<file path="src/rtl/uart_tx_sched.sv">
// rtl/uart_tx_sched.sv - round-robin arbiter feeding one byte at a time into a shared UART transmitter
module uart_tx_sched #(
  parameter int NUM_REQ   = 4,
  parameter int TIMEOUT_W = 16,
  parameter int ID_W      = $clog2(NUM_REQ)
) (
  input  logic                 clk,
  input  logic                 resetn,
  input  logic                 sched_en,
  input  logic [TIMEOUT_W-1:0] timeout_cycles,
  input  logic                 err_clr,
  input  logic [NUM_REQ-1:0]   req_valid,
  input  logic [NUM_REQ*8-1:0] req_data,
  output logic [NUM_REQ-1:0]   req_ready,
  output logic [7:0]           tx_data,
  output logic                 ctrl_start_tx,
  input  logic                 stt_tx_done,
  output logic                 busy,
  output logic [ID_W-1:0]      grant_id,
  output logic                 err_timeout,
  output logic [15:0]          tx_count
);

  typedef enum logic [1:0] {
    ST_IDLE,
    ST_START,
    ST_WAIT,
    ST_GAP
  } state_t;

  state_t               state;
  state_t               state_d;
  logic [ID_W-1:0]      last_grant;
  logic [TIMEOUT_W-1:0] timer;
  logic [ID_W-1:0]      sel;
  logic                 found;
  logic [7:0]           sel_data;
  logic                 grant;
  logic                 tmo_hit;
  logic                 set_err;

  // Two passes: requesters above last_grant first, then wrap around from 0.
  always_comb begin
    sel   = '0;
    found = 1'b0;
    for (int i = 0; i < NUM_REQ; i++) begin
      if (!found && req_valid[i] && (ID_W'(i) > last_grant)) begin
        sel   = ID_W'(i);
        found = 1'b1;
      end
    end
    for (int i = 0; i < NUM_REQ; i++) begin
      if (!found && req_valid[i]) begin
        sel   = ID_W'(i);
        found = 1'b1;
      end
    end
  end

  always_comb begin
    sel_data = '0;
    for (int i = 0; i < NUM_REQ; i++) begin
      if (sel == ID_W'(i)) sel_data = req_data[8*i +: 8];
    end
  end

  // resetn gates the grant so ready cannot pulse while reset is held.
  assign grant = resetn && (state == ST_IDLE) && sched_en && found;

  always_comb begin
    req_ready = '0;
    for (int i = 0; i < NUM_REQ; i++) begin
      if (grant && (sel == ID_W'(i))) req_ready[i] = 1'b1;
    end
  end

  assign ctrl_start_tx = (state == ST_START);
  assign tmo_hit = (timeout_cycles != '0) && (timer == timeout_cycles - 1'b1);
  assign set_err = (state == ST_WAIT) && !stt_tx_done && tmo_hit;

  always_comb begin
    state_d = state;
    case (state)
      ST_IDLE:  if (grant) state_d = ST_START;
      ST_START: state_d = ST_WAIT;
      ST_WAIT:  if (stt_tx_done || tmo_hit) state_d = ST_GAP;
      ST_GAP:   state_d = ST_IDLE;
      default:  state_d = ST_IDLE;
    endcase
  end

  always_ff @(posedge clk or negedge resetn) begin
    if (!resetn) begin
      state       <= ST_IDLE;
      busy        <= 1'b0;
      tx_data     <= '0;
      grant_id    <= '0;
      last_grant  <= ID_W'(NUM_REQ - 1);
      timer       <= '0;
      tx_count    <= '0;
      err_timeout <= 1'b0;
    end else begin
      state <= state_d;
      busy  <= (state_d != ST_IDLE);
      case (state)
        ST_IDLE: begin
          if (grant) begin
            tx_data    <= sel_data;
            grant_id   <= sel;
            last_grant <= sel;
          end
        end
        ST_START: timer <= '0;
        ST_WAIT: begin
          if (stt_tx_done) begin
            tx_count <= tx_count + 16'd1;
          end else if (!tmo_hit && (timer != '1)) begin
            timer <= timer + 1'b1;
          end
        end
        default: ;
      endcase
      // A timeout in the same cycle as err_clr keeps the flag set.
      if (set_err) begin
        err_timeout <= 1'b1;
      end else if (err_clr) begin
        err_timeout <= 1'b0;
      end
    end
  end

endmodule
</file>
<file path="config.mk">
export PLATFORM = sky130hd
export DESIGN_NAME = uart_tx_sched
export DESIGN_NICKNAME = d
export VERILOG_FILES = /design/src/rtl/uart_tx_sched.sv
export SDC_FILE = /design/constraint.sdc
export NUM_CORES = 1
export LEC_CHECK = 0
export CAP_MARGIN = 10
export CORE_MARGIN = 2
export CORE_UTILIZATION = 50
export CTS_BUF_LIST = sky130_fd_sc_hd__clkbuf_4 sky130_fd_sc_hd__clkbuf_8
export CTS_CLUSTER_SIZE = 8
export DETAILED_ROUTE_END_ITERATION = 10
export PLACE_DENSITY = 0.8
export SLEW_MARGIN = 20
export SYNTH_ARGS = -nofsm -noshare
export SYNTH_HDL_FRONTEND = slang
export SYNTH_SLANG_ARGS = --single-unit
</file>
<file path="constraint.sdc">
create_clock -name clk -period 3.6 [get_ports clk]
set_input_delay 0.72 -clock clk [delete_from_list [all_inputs] [get_ports clk]]
set_output_delay 0.72 -clock clk [all_outputs]
set_load 0.03 [all_outputs]
</file>
[Word level (Yosys, flattened, before mapping)]
Cells that the tools add are included.
Word-level totals
  register bits after elaboration: 48
  bits of input ports: 57
  output and inout port bits: 33
  word-level logic and storage cells: 97
Operators by class
  add/subtract/negate cells: 3
  order comparisons: 4
  equal/unequal tests: 10
  mux-type cells: 31
  reduce and logical (&&, ||, !) cells: 41
Operators with widths (number)
  16-bit by 1-bit adder with 16-bit output, second input constant: 2
  16-bit two-way mux: 2
  8-bit two-way mux: 4
  16-bit one-hot mux with 2 select lines: 1
  1-bit logical AND: 22
  16-bit equality test: 1
  2-bit two-way mux: 8
  16-bit != test, second input constant: 1
  16-bit nonzero test: 1
  16-bit by 1-bit subtractor with 16-bit output, second input constant: 1
  1-bit two-way mux: 15
  1-bit zero test: 9
  2-bit equality test, second input constant: 4
  2-bit one-hot mux with 4 select lines: 1
  2-bit nonzero test: 3
  2-bit by 1-bit equality test with 1-bit output, second input constant: 2
  1-bit by 2-bit > comparator with 1-bit output, first input constant: 2
  2-bit > comparator, first input constant: 2
  2-bit zero test: 2
  2-bit AND reduction: 2
  3-bit AND reduction: 1
  2-bit by 1-bit != test with 1-bit output, second input constant: 1
  2-bit != test, second input constant: 1
  1-bit logical OR: 1

[Longest topological paths before layout]
Gate-level depths: netlist of run 1.
  depth after elaboration: 32
  mapped depth: 12
  gate-level depth less buffers: 10

[Worst setup path after synthesis of run 1]
Ideal clock, no wire load.
  kind: input to register
  from: in timeout_cycles[0]
  to: reg timer[6]
  library setup time: 0.121 ns
  arrival time: 2.929 ns
  slack: 0.550 ns
  cell stages on the path: 11
  cell sequence: inv_1 ha_1 or4b_1 buf_2 xnor2_1 and4b_1 o22ai_1 and4bb_4 a211oi_4 a21boi_0 o22a_1
On the way
  longest elaborated chain between the ends: 7
RTL lines
  start, declared: line 10  | input logic [TIMEOUT_W-1:0] timeout_cycles,
  16-bit by 1-bit subtractor with 16-bit output: line 78  | assign tmo_hit = (timeout_cycles != '0) && (timer == timeout_cycles - 1'b1);
  16-bit equality test: line 78
  1-bit logical AND *: line 78
  1-bit zero test *: line 117  | end else if (!tmo_hit && (timer != '1)) begin
  1-bit logical AND *: line 117
  2-bit by 1-bit != test with 1-bit output (no line) *
  3-bit AND reduction (no line) *
  end signal, assigned: line 118  | timer <= timer + 1'b1;
  end, declared: line 34  | logic [TIMEOUT_W-1:0] timer;
Every way passes the cells marked *; elsewhere a longest branch is shown, timed or not.
A chain may end at the register's enable or synchronous reset.

[Worst setup path in the final report of run 1]
  from: in req_valid[1]
  to: out req_ready[3]
On the way
  longest elaborated chain between the ends: 26
RTL lines
  start, declared: line 12  | input logic [NUM_REQ-1:0] req_valid,
  1-bit logical AND (2 in series): line 47  | if (!found && req_valid[i] && (ID_W'(i) > last_grant)) begin
  1-bit two-way mux: line 47
  1-bit zero test: line 47
  1-bit logical AND (2 in series): line 47
  1-bit two-way mux: line 47
  1-bit zero test: line 47
  1-bit logical AND (2 in series): line 47
  1-bit two-way mux: line 47
  (+7 left out)
  1-bit logical AND: line 53  | if (!found && req_valid[i]) begin
  1-bit two-way mux: line 53
  1-bit zero test: line 53
  1-bit logical AND: line 53
  2-bit two-way mux or 1-bit two-way mux (tied branches): line 53
  2-bit equality test or 1-bit logical AND (tied branches): line 73, 68
  1-bit logical AND *: line 73  | if (grant && (sel == ID_W'(i))) req_ready[i] = 1'b1;
  1-bit two-way mux *: line 73
  end, declared: line 14  | output logic [NUM_REQ-1:0] req_ready,
Marks and branches as above.

==> summary.md, run 1 <==
| Metric | Value |
|---|---|
| Status | `finished, final reports clean` |
| Fill count | `roughly 520` |
| Least-Margin Pin Slew | `around 0.66 ns` |
| WS Path Type | `in2out` |
| Top_reg_cell synth | `dfrtp_1` |
| ANT cells | `0` |
| Syn. warnings | `0` |
| Met2 routed WL | `4.34 mm` |
| #FFs+latches synth | `48` |
| Multi-input logic area | `2010 um2` |
| Clock-pin transition on the worst setup and hold timing paths | `about 0.090 ns` |
| Initial core utilization | `0.518` |
| DRC | `0` |
| Final period util | `0.942` |
| H-tree depth | `2` |
| Ranking of synthesized cells by area | `dfrtp_1 (35%), xnor2_1 (5.8%), nand2_1 (5.0%), a21oi_1 (4.7%), nor2_1 (4.4%)` |
| Max VDD drop | `~0.42 mV` |
| Maxcap violations | `0` |
| Gr ovfl total | `0` |
| CTS tree | `done` |
| Die W | `about 85 um` |
| Leak pwr | `roughly 1.8 nW` |
| Post-synth EDFFs | `0` |
| All-Layer GR Usage | `0.249` |
| Global-route wire length before repair | `between 10 and 15 mm` |
| I/O Buffers | `slightly below 90` |
| Worst Path Max Fanout | `6` |
| Post-layout util | `0.700` |
| Syn_nets | `about 450` |
| Headroom to the max-slew limit | `0.557` |
| Hpwl dp | `just under 7 mm` |
| Post-synth top area share | `0.348` |
| Sequential area share after synthesis | `0.364` |
| Vias/cell | `~6` |
| Tot Pwr | `approximately 0.0025 W` |
| Clock Tree Root | `clkbuf_8` |
| DRT iter0 DRCs | `between 100 and 150` |
| RSZ-0062 raised after global routing | `false` |
| Max Freq | `a little under 300 MHz` |
| Cell taking the most area after synthesis | `dfrtp_1` |
| Fraction of layout cells with a size suffix above 1 | `0.0885` |
| Tmin final | `3.39 ns` |
| Final Routed Wirelength | `9.00 mm` |
| Clock latency on the worst-skew pair | `around 0.3 ns` |
| Gpl congestion | `between 0.9 and 1` |
| Area delta synth->final | `35.0%` |
| Post-CTS setup buffer count | `0` |
| Worst hold path type | `reg2reg` |
| IO Count | `90` |
| Cell count after synthesis | `slightly below 400` |
| Count leader, synth | `dfrtp_1` |
| Commonest cells post-synth | `dfrtp_1 (46), nand2_1 (44), nor2_1 (39), a21oi_1 (31), xnor2_1 (22)` |
| Top Layer Used | `met4` |
| Storage element area | `about 1200 um2` |
| Hold wc startpoint | `tx_count[15]` |
| Final hold vios | `0` |
| Antenna Nets Post-Route | `0` |
| DR WL/cell | `between 15 and 20 um` |
| Final setup fails | `0` |
| Worst R2R Start | `timer[7]` |
| DR WL met3 | `704 um` |
| Core area | `about 6400 um2` |
| Clock Skew | `approximately 0.011 ns` |
| Max Slew Vio Count | `0` |
| Initial antenna violation count | `0` |
| Die Y | `~85 um` |
| Power Density | `~570 nW/um2` |
| WP data required | `~2.9 ns` |
| CTS resizes | `0` |
| CP Launch Type | `primary input` |
| Routed metal-1 wirelength | `approximately 3.8 mm` |
| Hold Slack | `between 0.4 and 0.5 ns` |
| First-pass DRT Iterations | `4` |
| Number of core rows | `29` |
| Largest net degree at the start of global routing | `49` |
| Synth async-reset ratio | `1.00` |
| Mapped cell area | `3310 um2` |
| Data arrival time of the critical path | `2.67 ns` |
| Deepest clock path buffer count | `2` |
| Die area | `approximately 7300 um2` |
| Routed vias | `3,303` |
| Syn_area_per_cell | `about 8.5 um2` |
| Cts bufs inserted | `5` |
| Setup crit end kind | `primary output` |
| Fin nets | `roughly 550` |
| Worst Setup SP | `req_valid[1]` |
| Netlist cell types | `62` |
| CTS sink cnt | `48` |
| # hold bufs at CTS | `0` |
| Number of global-route vias before repair | `~3,300` |
state kept, by name (all words and copies together), names as in the netlist:
name         flops
busy             1
err_timeout      1
grant_id         2
last_grant       2
state            2
timer           16
tx_count        16
tx_data          8
cell type report:
type / count / area share
multi-input combinational: 317 / 0.449
sequential: 48 / 0.269
tap: 77 / 0.0216
inverter: 9 / 0.00756
clock inverter: 2 / 0.0134
clock buffer: 5 / 0.0154
timing repair buffer: 105 / 0.223
through the flow:
stage	instances	setup slack [ns]	instance area (um2)	TNS [ns]
2_1_floorplan	389	0.550	3310	0
3_3_place_gp	556	0.0331	4340	0
3_5_place_dp	556	-0.0277	4340	-0.0277
4_1_cts	563	0.202	4470	0
5_1_grt	563	0.0306	4470	0
6_report	563	0.210	4470	0
routing by layer:
metal,vias to the layer above,GRT usage
li1,1602,-
met1,1577,0.296
met2,110,0.431
met3,14,0.0730
met4,0,0.0808
met5,-,0
layout by cell type (no fill, tap or decap), drive strengths merged, types with 3 or more instances in the layout:
| master | count |
|---|---|
| a31o | 6 |
| clkdlybuf4s50 | 85 |
| nor4 | 4 |
| buf | 20 |
| inv | 9 |
| nand4b | 4 |
| nand3 | 14 |
| ha | 6 |
| or3 | 5 |
| a21o | 4 |
| nor2b | 5 |
| clkbuf | 5 |
| and3 | 12 |
| dfrtp | 46 |
| o21ai | 17 |
| nand4 | 16 |
| a31oi | 5 |
| nand2b | 10 |
| or4 | 3 |
| mux2i | 5 |
| nor2 | 40 |
| xor2 | 10 |
| a21oi | 32 |
| nor3 | 8 |
| xnor2 | 22 |
| and2 | 8 |
| a2bb2oi | 4 |
| o21a | 4 |
| nand2 | 44 |
worst paths after layout:
kind	endpoint	slack (ns)	cells past startpoint
max in group asynchronous	grant_id[0]	2.63	2
min in group asynchronous	timer[8]	0.56	2
setup / recovery	req_ready[3]	0.21	7
hold / removal	tx_count[15]	0.49	1
hold reg to reg	tx_count[15]	0.49	1
setup reg to reg	timer[15]	1.02	8
critical path: stages:
cell             delay (ns)
clkdlybuf4s50_1        0.56
nor2b_1                0.20
a21oi_1                0.06
o32ai_1                0.13
a21oi_1                0.10
nor3_1                 0.20
clkdlybuf4s50_1        0.70
power breakdown:
part	internal, W	total, W	switching [W]
registers	0.000673	0.000806	0.000134
clock network	0.000273	0.000455	0.000181
logic	0.000511	0.00127	0.000761
total	0.00146	0.00253	0.00108
logic make-up (layout without fill, tap and decap cells):
family	Yosys count	after routing	synth area share
mux	6	6	0.0185
xor+xnor	32	32	0.0847
buf+inv	24	121	0.0299
compound gates	91	91	0.186
fa+ha+maj	6	6	0.0227
simple gates	182	182	0.295
flops	48	48	0.364
(Power assumes the default switching activity.)
==> run 2: changes to the inputs <==
- CORE_ASPECT_RATIO: default -> 0.5
- PLACE_DENSITY: 0.8 -> 0.87
==> run 2 against run 1 <==
Cell area down 0.73%. Count of clock-buffer cells in the layout up 2. Sequential share of layout area up 0.20 points. First-iteration DRC count up 29%. Die area up 0.55%. Combinational power about the same. Largest power group unchanged.
==> summary.md, run 2 (synthesis results as in run 1) <==
| Metric | Value |
|---|---|
| Data arrival time of the critical path | `2.73 ns` |
| Gpl congestion | `0.887` |
| Antenna Nets Post-Route | `0` |
| CTS tree | `done` |
| DP Worst Slack | `-0.0337 ns` |
| Global-route wire length before repair | `approximately 14 mm` |
| Worst Path Max Fanout | `6` |
| DR WL/cell | `14.5 um` |
| Tot Pwr | `around 0.0024 W` |
| Initial antenna violation count | `0` |
| Post-CTS setup buffer count | `0` |
| Logic pwr share | `0.522` |
| Crit-path cells | `clkdlybuf4s50_1 > nor2b_1 > a21oi_1 > o32ai_1 > a21oi_1 > nor3_1 > clkdlybuf4s50_1` |
| Most frequent cells in the layout | `clkdlybuf4s50_1 (85), dfrtp_1 (46), nand2_1 (44)` |
| Clock Tree Root | `clkbuf_8` |
| Top delay family on crit path | `buffers and inverters` |
| Final Routed Wirelength | `8.32 mm` |
| Power Density | `roughly 540 nW/um2` |
| Max Slew Vio Count | `0` |
| Gr ovfl total | `0` |
| I/O Buffers | `89` |
| CTS resizes | `0` |
| Max VDD drop | `0.390 mV` |
| Area delta synth->final | `34.0%` |
| Fin nets | `547` |
| Vias/cell | `5.68` |
| RSZ-0062 raised after global routing | `false` |
| Crit-path max cell delay | `around 0.7 ns` |
| Clock Skew | `0.00994 ns` |
| Slowest CP cell | `clkdlybuf4s50_1` |
| NetSw | `0.00104 W` |
| Routed vias | `3,257` |
| Headroom to the max-slew limit | `0.597` |
| Maxcap violations | `0` |
| Leak pwr | `about 1.8 nW` |
| # hold bufs at CTS | `0` |
| Crit path buffers/inverters | `2` |
| Biggest regs | `timer (16), tx_count (16), tx_data (8)` |
| DR WL met3 | `about 540 um` |
| Status | `finished, final reports clean` |
| DRC | `0` |
| Worst hold path type | `reg2reg` |
| Fraction of layout cells with a size suffix above 1 | `0.0866` |
| Die W | `between 100 and 150 um` |
| Routed metal-1 wirelength | `about 3.8 mm` |
| Final hold vios | `0` |
| Met2 routed WL | `approximately 4 mm` |
| Max Freq | `about 290 MHz` |
| Tmin final | `3.45 ns` |
| Number of global-route vias before repair | `~3,100` |
| H-tree depth | `2` |
| Clock latency on the worst-skew pair | `0.30 ns` |
| All-Layer GR Usage | `0.241` |
| Number of core rows | `20` |
| WP data required | `roughly 2.9 ns` |
| Flop pwr share | `0.332` |
| DRT iter0 DRCs | `188` |
| Fill count | `500` |
| First-pass DRT Iterations | `4` |
| Final period util | `0.957` |
| Final worst setup slack | `around 0.15 ns` |
| Final setup fails | `0` |
| Clock-pin transition on the worst setup and hold timing paths | `0.09 ns` |
| CP Launch Type | `primary input` |
| Initial core utilization | `0.531` |
| Cts bufs inserted | `5` |
| Deepest clock path buffer count | `2` |
| Final setup TNS | `0 ns` |
| ANT cells | `0` |
| IO Count | `90` |
| Top Layer Used | `met4` |
| Most common cell after layout, fill and taps aside | `clkdlybuf4s50_1` |
| Die area | `~7300 um2` |
| Setup crit end kind | `primary output` |
| WS Path Type | `in2out` |
| Die Y | `approximately 60 um` |
| Core area | `roughly 6200 um2` |
| Clock power frac | `0.146` |
| Cell Int Power | `between 0.001 and 0.0015 W` |
| CTS sink cnt | `48` |
| Hpwl dp | `between 6 and 7 mm` |
| Largest net degree at the start of global routing | `roughly 50` |
| Sw frac | `0.435` |
| Least-Margin Pin Slew | `between 0.6 and 0.7 ns` |
[run 2: cell type report]
| class | count | area [um2] | share of cell area |
|---|---|---|---|
| multi-input cells | 317 | 2010 | 0.453 |
| clock inverters | 1 | 7.51 | 0.00169 |
| flip-flops and latches | 48 | 1200 | 0.271 |
| clock buffers | 7 | 90.1 | 0.0203 |
| inverters | 9 | 33.8 | 0.00761 |
| well taps | 88 | 110 | 0.0248 |
| repair buffers | 103 | 983 | 0.222 |
[run 2: power by group through the flow]
stage	sequential [W]	combinational, W	clock [W]
after floorplan	0.000944	0.000661	0
after global placement	0.000796	0.00122	0
after detailed placement	0.000802	0.00124	0
after CTS	0.000792	0.00125	0.000355
after global routing	0.000816	0.00137	0.000379
final	0.000792	0.00124	0.000348
[run 2: metrics by stage]
step / hold slack [ns] / std cells / cell area [um2] / util
final: 0.493 / 573 / 4440 / 0.712
after detailed placement: 0.483 / 565 / 4340 / 0.696
after floorplan: 0.424 / 389 / 3310 / -
after global placement: 0.464 / 565 / 4340 / 0.696
after CTS: 0.499 / 573 / 4440 / 0.712
after global routing: 0.517 / 573 / 4440 / 0.712
[run 2: routing by layer]
| metal | global-route usage | vias to the layer above |
|---|---|---|
| met1 | 0.302 | 1557 |
| met5 | 0 | - |
| met4 | 0.0544 | 0 |
| met2 | 0.443 | 90 |
| li1 | - | 1601 |
| met3 | 0.0537 | 9 |
[run 2: path summary, 6_finish.rpt]
check	from	to	slack [ns]	cells after the start
hold / removal	tx_count[13]	tx_count[13]	0.49	1
max in group asynchronous	resetn	tx_count[10]	2.64	2
hold reg to reg	tx_count[13]	tx_count[13]	0.49	1
setup / recovery	req_valid[1]	req_ready[3]	0.15	7
setup reg to reg	timer[7]	timer[11]	1.04	8
min in group asynchronous	resetn	tx_data[5]	0.55	2
